--- config.mk ---
export PLATFORM = sky130hd
export DESIGN_NAME = fetch_sequencer
export DESIGN_NICKNAME = d
export VERILOG_FILES = /design/src/rtl/fetch_sequencer_pkg.sv /design/src/rtl/pc_update_reg.sv /design/src/rtl/fetch_sequencer.sv
export SDC_FILE = /design/constraint.sdc
export NUM_CORES = 1
export LEC_CHECK = 0
export BUFFER_PORTS_ARGS = -buffer_cell sky130_fd_sc_hd__buf_2
export CAP_MARGIN = 40
export CORE_MARGIN = 8
export CORE_UTILIZATION = 34
export DETAILED_ROUTE_END_ITERATION = 8
export PLACE_DENSITY = 0.67
export SYNTH_ARGS = -nofsm -noshare
export SYNTH_HDL_FRONTEND = slang
export SYNTH_SLANG_ARGS = --single-unit
--- constraint.sdc ---
create_clock -name clk -period 1.8 [get_ports clk]
set_input_delay 0.27 -clock clk [delete_from_list [all_inputs] [get_ports clk]]
set_output_delay 0.27 -clock clk [all_outputs]
set_load 0.02 [all_outputs]
--- src/rtl/fetch_sequencer_pkg.sv ---
// Shared definitions for the KGP instruction-fetch sequencer: FSM state
// encodings and default widths / reset PC used by fetch_sequencer and
// pc_update_reg.
package fetch_sequencer_pkg;

    localparam int          DEFAULT_ADDR_W   = 32;
    localparam int          DEFAULT_INSTR_W  = 32;
    localparam int          DEFAULT_CNT_W    = 32;
    localparam int unsigned DEFAULT_RESET_PC = 0;

    // Fetch controller states.
    typedef enum logic [1:0] {
        FS_FETCH = 2'd0,  // request at pc, waiting for imem_ack
        FS_DRAIN = 2'd1,  // redirected while a request was in flight; wait out the old ack
        FS_OUT   = 2'd2,  // instruction buffered, presented to decode
        FS_HALT  = 2'd3   // stopped until a redirect arrives
    } fetch_state_t;

endpackage

--- src/rtl/pc_update_reg.sv ---
// Program counter register: synchronous reset to RESET_PC, load of a
// redirect target, or increment by one word. Load has priority over inc.
module pc_update_reg
    import fetch_sequencer_pkg::*;
#(
    parameter int                ADDR_W   = DEFAULT_ADDR_W,
    parameter logic [ADDR_W-1:0] RESET_PC = ADDR_W'(DEFAULT_RESET_PC)
) (
    input  logic              clk,
    input  logic              reset,
    input  logic              load,
    input  logic [ADDR_W-1:0] load_pc,
    input  logic              inc,
    output logic [ADDR_W-1:0] pc
);

    // PC update: reset, then redirect load, then sequential increment (wraps).
    // NOTE: sequential state uses non-blocking assignments so every flop samples
    // the pre-edge values regardless of block evaluation order.
    always_ff @(posedge clk) begin
        if (reset) begin
            pc <= RESET_PC;
        end else if (load) begin
            pc <= load_pc;
        end else if (inc) begin
            pc <= pc + ADDR_W'(1);
        end
    end

endmodule

--- src/rtl/fetch_sequencer.sv ---
// Instruction-fetch controller for the KGP RISC core. Owns the PC, issues
// word-addressed imem reads over req/ack, buffers one instruction for decode
// over valid/ready, and applies execute redirects and halt.
// Optional feature: define FETCH_PERF_EN to add perf_fetch_cnt/perf_stall_cnt.
module fetch_sequencer
    import fetch_sequencer_pkg::*;
#(
    parameter int                ADDR_W   = DEFAULT_ADDR_W,
    parameter int                INSTR_W  = DEFAULT_INSTR_W,
    parameter logic [ADDR_W-1:0] RESET_PC = ADDR_W'(DEFAULT_RESET_PC)
`ifdef FETCH_PERF_EN
    ,
    parameter int                CNT_W    = DEFAULT_CNT_W
`endif
) (
    input  logic               clk,
    input  logic               reset,
    output logic               imem_req,
    output logic [ADDR_W-1:0]  imem_addr,
    input  logic               imem_ack,
    input  logic [INSTR_W-1:0] imem_rdata,
    output logic               if_valid,
    input  logic               if_ready,
    output logic [INSTR_W-1:0] if_instr,
    output logic [ADDR_W-1:0]  if_pc,
    input  logic               redirect,
    input  logic [ADDR_W-1:0]  redirect_pc,
    input  logic               halt,
    output logic               halted
`ifdef FETCH_PERF_EN
    ,
    output logic [CNT_W-1:0]   perf_fetch_cnt,
    output logic [CNT_W-1:0]   perf_stall_cnt
`endif
);

    fetch_state_t      state;
    fetch_state_t      state_next;
    logic [ADDR_W-1:0] pc;
    logic [ADDR_W-1:0] drain_addr;
    logic              accept;
    logic              capture;

    // A redirect in the OUT cycle cancels the handshake; a redirect in FETCH
    // discards any same-cycle read data.
    assign accept  = (state == FS_OUT) && if_ready && !redirect;
    assign capture = (state == FS_FETCH) && imem_ack && !redirect;

    pc_update_reg #(
        .ADDR_W   (ADDR_W),
        .RESET_PC (RESET_PC)
    ) u_pc (
        .clk      (clk),
        .reset    (reset),
        .load     (redirect),
        .load_pc  (redirect_pc),
        .inc      (accept),
        .pc       (pc)
    );

    // State register plus registered decode-facing status flags.
    always_ff @(posedge clk) begin
        if (reset) begin
            state    <= FS_FETCH;
            if_valid <= 1'b0;
            halted   <= 1'b0;
        end else begin
            state    <= state_next;
            if_valid <= (state_next == FS_OUT);
            halted   <= (state_next == FS_HALT);
        end
    end

    // Next-state logic; redirect outranks ack, ready and halt in every state.
    // NOTE: state_next is defaulted before the case so no path leaves it
    // unassigned, which would otherwise infer a latch.
    always_comb begin
        state_next = state;
        unique case (state)
            FS_FETCH: begin
                if (redirect) begin
                    state_next = imem_ack ? FS_FETCH : FS_DRAIN;
                end else if (imem_ack) begin
                    state_next = FS_OUT;
                end
            end
            FS_DRAIN: begin
                if (imem_ack) begin
                    state_next = FS_FETCH;
                end
            end
            FS_OUT: begin
                if (redirect) begin
                    state_next = FS_FETCH;
                end else if (if_ready) begin
                    state_next = halt ? FS_HALT : FS_FETCH;
                end
            end
            FS_HALT: begin
                if (redirect) begin
                    state_next = FS_FETCH;
                end
            end
            default: state_next = FS_FETCH;
        endcase
    end

    // Memory request outputs: the abandoned address is kept on the bus while draining.
    always_comb begin
        imem_req  = (state == FS_FETCH) || (state == FS_DRAIN);
        imem_addr = (state == FS_DRAIN) ? drain_addr : pc;
    end

    // Fetch buffer and the address of a request abandoned by a redirect.
    // NOTE: the instruction buffer is a plain register, not a RAM, and is
    // cleared on reset so decode never observes stale contents.
    always_ff @(posedge clk) begin
        if (reset) begin
            if_instr   <= '0;
            if_pc      <= '0;
            drain_addr <= '0;
        end else begin
            if ((state == FS_FETCH) && redirect && !imem_ack) begin
                drain_addr <= pc;
            end
            if (capture) begin
                if_instr <= imem_rdata;
                if_pc    <= pc;
            end
        end
    end

`ifdef FETCH_PERF_EN
    // Performance counters: accepted instructions and decode back-pressure cycles.
    always_ff @(posedge clk) begin
        if (reset) begin
            perf_fetch_cnt <= '0;
            perf_stall_cnt <= '0;
        end else begin
            if (accept) begin
                perf_fetch_cnt <= perf_fetch_cnt + CNT_W'(1);
            end
            if (if_valid && !if_ready) begin
                perf_stall_cnt <= perf_stall_cnt + CNT_W'(1);
            end
        end
    end
`endif

endmodule
Word-level counts from Yosys, hierarchy flattened
Index checks and enable logic that the tools add are counted.
{"block": "op_classes", "mux": 12, "reduce_logical": 11, "n_addsub": 1, "eq_ne": 5}
{"op": "$mux W32", "n": 3}
{"op": "$add A32 B1 Y32 const B", "n": 1}
{"op": "$mux W2", "n": 7}
{"op": "$eq A2 B2 Y1 const B", "n": 4}
{"op": "$pmux W2 S4", "n": 1}
{"op": "$logic_and A1 B1 Y1", "n": 6}
{"op": "$eq A2 B1 Y1 const B", "n": 1}
{"op": "$logic_not A1 Y1", "n": 2}
{"op": "$logic_not A2 Y1", "n": 1}
{"op": "$reduce_bool A2 Y1", "n": 1}
{"op": "$logic_or A1 B1 Y1", "n": 1}
{"op": "$mux W1", "n": 1}
{"block": "word_totals", "regBits": 132, "output_inout_bits": 99, "inputBits": 70}

Depth between registers and ports, before layout
{"block": "depth", "ltp_word": 5, "mapped_depth": 7}

Hierarchy
A second synthesis with hierarchy kept.
{"block": "hier_totals", "cells_unflattened": 716, "area_unflattened_um2": 5849.4}
{"mod": "fetch_sequencer", "cells_each": 475, "seq_area_each_um2": 2001.9, "area_each_um2": 3925.0, "instances": 1}
{"mod": "pc_update_reg", "cells_each": 241, "seq_area_each_um2": 640.6, "area_each_um2": 1924.3, "instances": 1}

Least setup slack after synthesis
Ideal clock, no wire load.
{"block": "synth_path", "path_kind": "register -> output", "startpoint": "register state[1]", "endpoint": "output port imem_addr[10]", "t_required_ps": 1530, "path_stages_with_launch": 5, "arrival_ps": 1590, "setup_slack_ps": -60, "path_cell_list": "dfxtp_1 > buf_2 > nor2_1 > clkbuf_1 > mux2_2"}
{"block": "synth_between", "elab_chain_cells": 2}
{"item": "start: declaration", "line": "fetch_sequencer.sv:37", "rtl": "fetch_state_t state;"}
{"item": "start signal: assignment", "line": "fetch_sequencer.sv:68", "rtl": "state <= state_next;"}
{"item": "$eq A2 B1 Y1", "line": "fetch_sequencer.sv:111", "rtl": "imem_addr = (state == FS_DRAIN) ? drain_addr : pc;"}
{"item": "$mux W32", "line": "fetch_sequencer.sv:111"}
{"item": "end: declaration", "line": "fetch_sequencer.sv:19", "rtl": "output logic [ADDR_W-1:0] imem_addr,"}
No other way between the ends.

Final worst setup path
{"block": "layout_path", "startpoint": "register state[0]", "endpoint": "output port imem_addr[5]"}
The elaborated chain is that of the path after synthesis.

==> results.cfg <==
[worst_hold_path]
min_to = if_instr[21]
min_from = imem_rdata[21]
worstHoldPathCells = 3
hold_class = input pin to register

[route]
dr.pass1.iters = 4
drc_errors = 0
detail_route.wl_per_cell_um = 16.08
drt-met1-wl_mm = 7.502
dr_wl_met3_mm = 1.177
ant_nets = 0
dr_wl_met2_mm = 9.069
route.vias.total = 5413
top_layer = met5
routed_via_density = 4.782
drtIter0Drc = 341
drt_wl_total_mm = 18.21

[clock_network]
cts_tree = done
clk_pin_slew_ns = 0.06
root_buffer = clkbuf_16
cts_made_buffers = 17
clk_latency_ns = 0.42
postCtsHoldBufs = 0
htree_levels = 4
clkSinkCount = 132
clock_path_buffers = 2

[grt]
grt_antenna_before_repair = 4
grt_pass1_wl_mm = 28.29
grt_pass1_vias = 5341
grt-ovfl-total = 0
grt_max_degree = 55
grt_usage_pct = 16.78

[sta]
slew_viol_final = 0
worst_slew_pin_slew_ns = 0.3685
hold_viol = 0
skew_ns = 0.009132
timing.final.crit_share_pct = 109.3
fmax_mhz = 508.3
max_slew_margin_pct = 75.44
rsz0062_at_grt = yes
hold_ws_ns = 0.08940
min_period_ns = 1.967
worst_slack_ns = -0.1674
tns_ns = -3.875
setup_viol = 29

[power]
power.leakage_nw = 3.466
power.total_mw = 8.309
peakVddDrop_mv = 0.6283
powerDensity_nw_per_um2 = 1014

[critical_path]
cp.required_ns = 1.53
setup.worst_path.start_class = register
rr_worst_depth = 5
cp_max_fo = 7
r2r_start = u_pc.pc[5]
worstPathCellList = inv_2 -> nor2_4 -> buf_6 -> clkbuf_16 -> mux2_4 -> buf_6
r2r_setup_slack_ns = 0.06
r2r_end = u_pc.pc[31]
cp.arrival_ns = 1.70
slowest_stage = dfxtp_4
cpPeakStageDelay_ns = 0.35
end_kind = output pin
cpMostUsedCell = buf_6
worstSetupPathType = register to output pin

[yosys]
synthFlopType = dfxtp_1
synth_cell_types = 46
syn_area_sq_um = 5692
synthesis.nets = 771
syn_avg_cell_area_sq_um = 8.131
synth_warnings = 0
syn_inst = 700
synth_top_cell_by_area = dfxtp_1
ys_async_sr_fraction_pct = 0
ys_seq_area_share_pct = 46.43
synth-edff-count = 0
synth.area.top_cells = dfxtp_1, nand2_1, a21oi_1, mux2_2, xor2_1
synth_top_area_share_pct = 46.43
ys_seq_elements = 132

[die]
dieArea_sq_um = 21140
dieWidth_um = 145.4
coreArea_sq_um = 16470
die_y_um = 145.4
ios = 169
start_util_pct = 34.57
rows = 47

[run_status]
violations = setup timing
outcome = complete, but fails checks

[cells_and_area]
nets = 967
final_area_sq_um = 8195
synthToLayoutAreaGrowth_pct = 43.99
final_common_cell = nand2_1
drive_above_1_share_pct = 35.75
layout_common_cells = nand2_1, buf_2, dfxtp_1

[placed_design]
placed_cell_area_sq_um = 7066
io_buffers = 168
gp_congestion = 0.7881
dp_hpwl_mm = 12.51

[job]
cap_violations = 0
==> report_power, final <==
group	leakage, nW	switching (mW)	total (mW)	internal, mW
Clock	0.331	1.31	4.09	2.78
Combinational	2.06	0.619	1.10	0.478
Sequential	1.08	0.0776	3.12	3.05
==> synthesized netlist by cell type (7+ instances only) <==
cell      count
nor2_1       31
inv_1         7
nand2_1     218
xnor2_1      11
nand3_1      14
a211oi_1     17
a21oi_1     107
mux2_2       29
dfxtp_1     132
clkbuf_1     39
nor3_1        7
xor2_1       17
==> per-layer routing <==
| metal | GRT usage, % | vias up |
|---|---|---|
| met3 | 4.478 | 27 |
| met2 | 27.85 | 143 |
| met1 | 19.82 | 2494 |
| met4 | 7.965 | 2 |
| li1 | - | 2747 |
| met5 | 0 | - |
==> state kept, by name, summed over array words and instances (netlist names) <==
register / cells
halted: 1
state: 2
if_pc: 32
u_pc.pc: 32
drain_addr: 32
if_valid: 1
if_instr: 32
==> cell families after synthesis <==
group / synth area share, %
buffers and inverters: 5.012
AND/OR/NAND/NOR: 24.07
AO/OA/AOI/OAI: 13.52
flip-flops: 46.43
multiplexers: 6.441
XOR/XNOR: 4.309
adder cells (fa/ha/maj): 0.2198
==> critical path: cells and delay by family, from the launching register on <==
family / cells / cell delay [ns]
buf+inv: 4 / 0.48
flops: 1 / 0.35
mux: 1 / 0.31
simple gates: 1 / 0.14
==> area by class of cell <==
type	instances	area [sq um]
Fill cell	1581	8270
Clock inverter	12	251.5
Multi-Input combinational cell	508	2944
Antenna cell	3	7.507
Clock buffer	20	446.7
Timing Repair Buffer	229	1587
Inverter	8	30.03
Sequential cell	132	2654
Tap cell	220	275.3
==> worst max-delay path by stage <==
stage | from | to
global route | state[0] | imem_addr[6]
global placement | u_pc.pc[1] | u_pc.pc[12]
finish | state[0] | imem_addr[5]
CTS | state[0] | imem_addr[16]
floorplan | state[1] | imem_addr[10]
detailed placement | u_pc.pc[1] | u_pc.pc[12]
==> what timing repair did <==
action                     CTS  global route
setup endpoints to repair   32            43
cloned                       2             1
pin swaps                    0            15
resized for setup           31            80
setup buffers                7             1
==> through the flow <==
step | setup WS (ns) | cells | utilization [%]
after CTS | -0.2171 | 1130 | 48.26
after global routing | -0.2127 | 1132 | 49.77
after global placement | 0.1179 | 1090 | 42.91
after detailed placement | 0.08521 | 1090 | 42.91
after floorplan | -0.06028 | 700 | -
final | -0.1674 | 1132 | 49.77
Note: power is estimated with default switching activity, not from simulation.
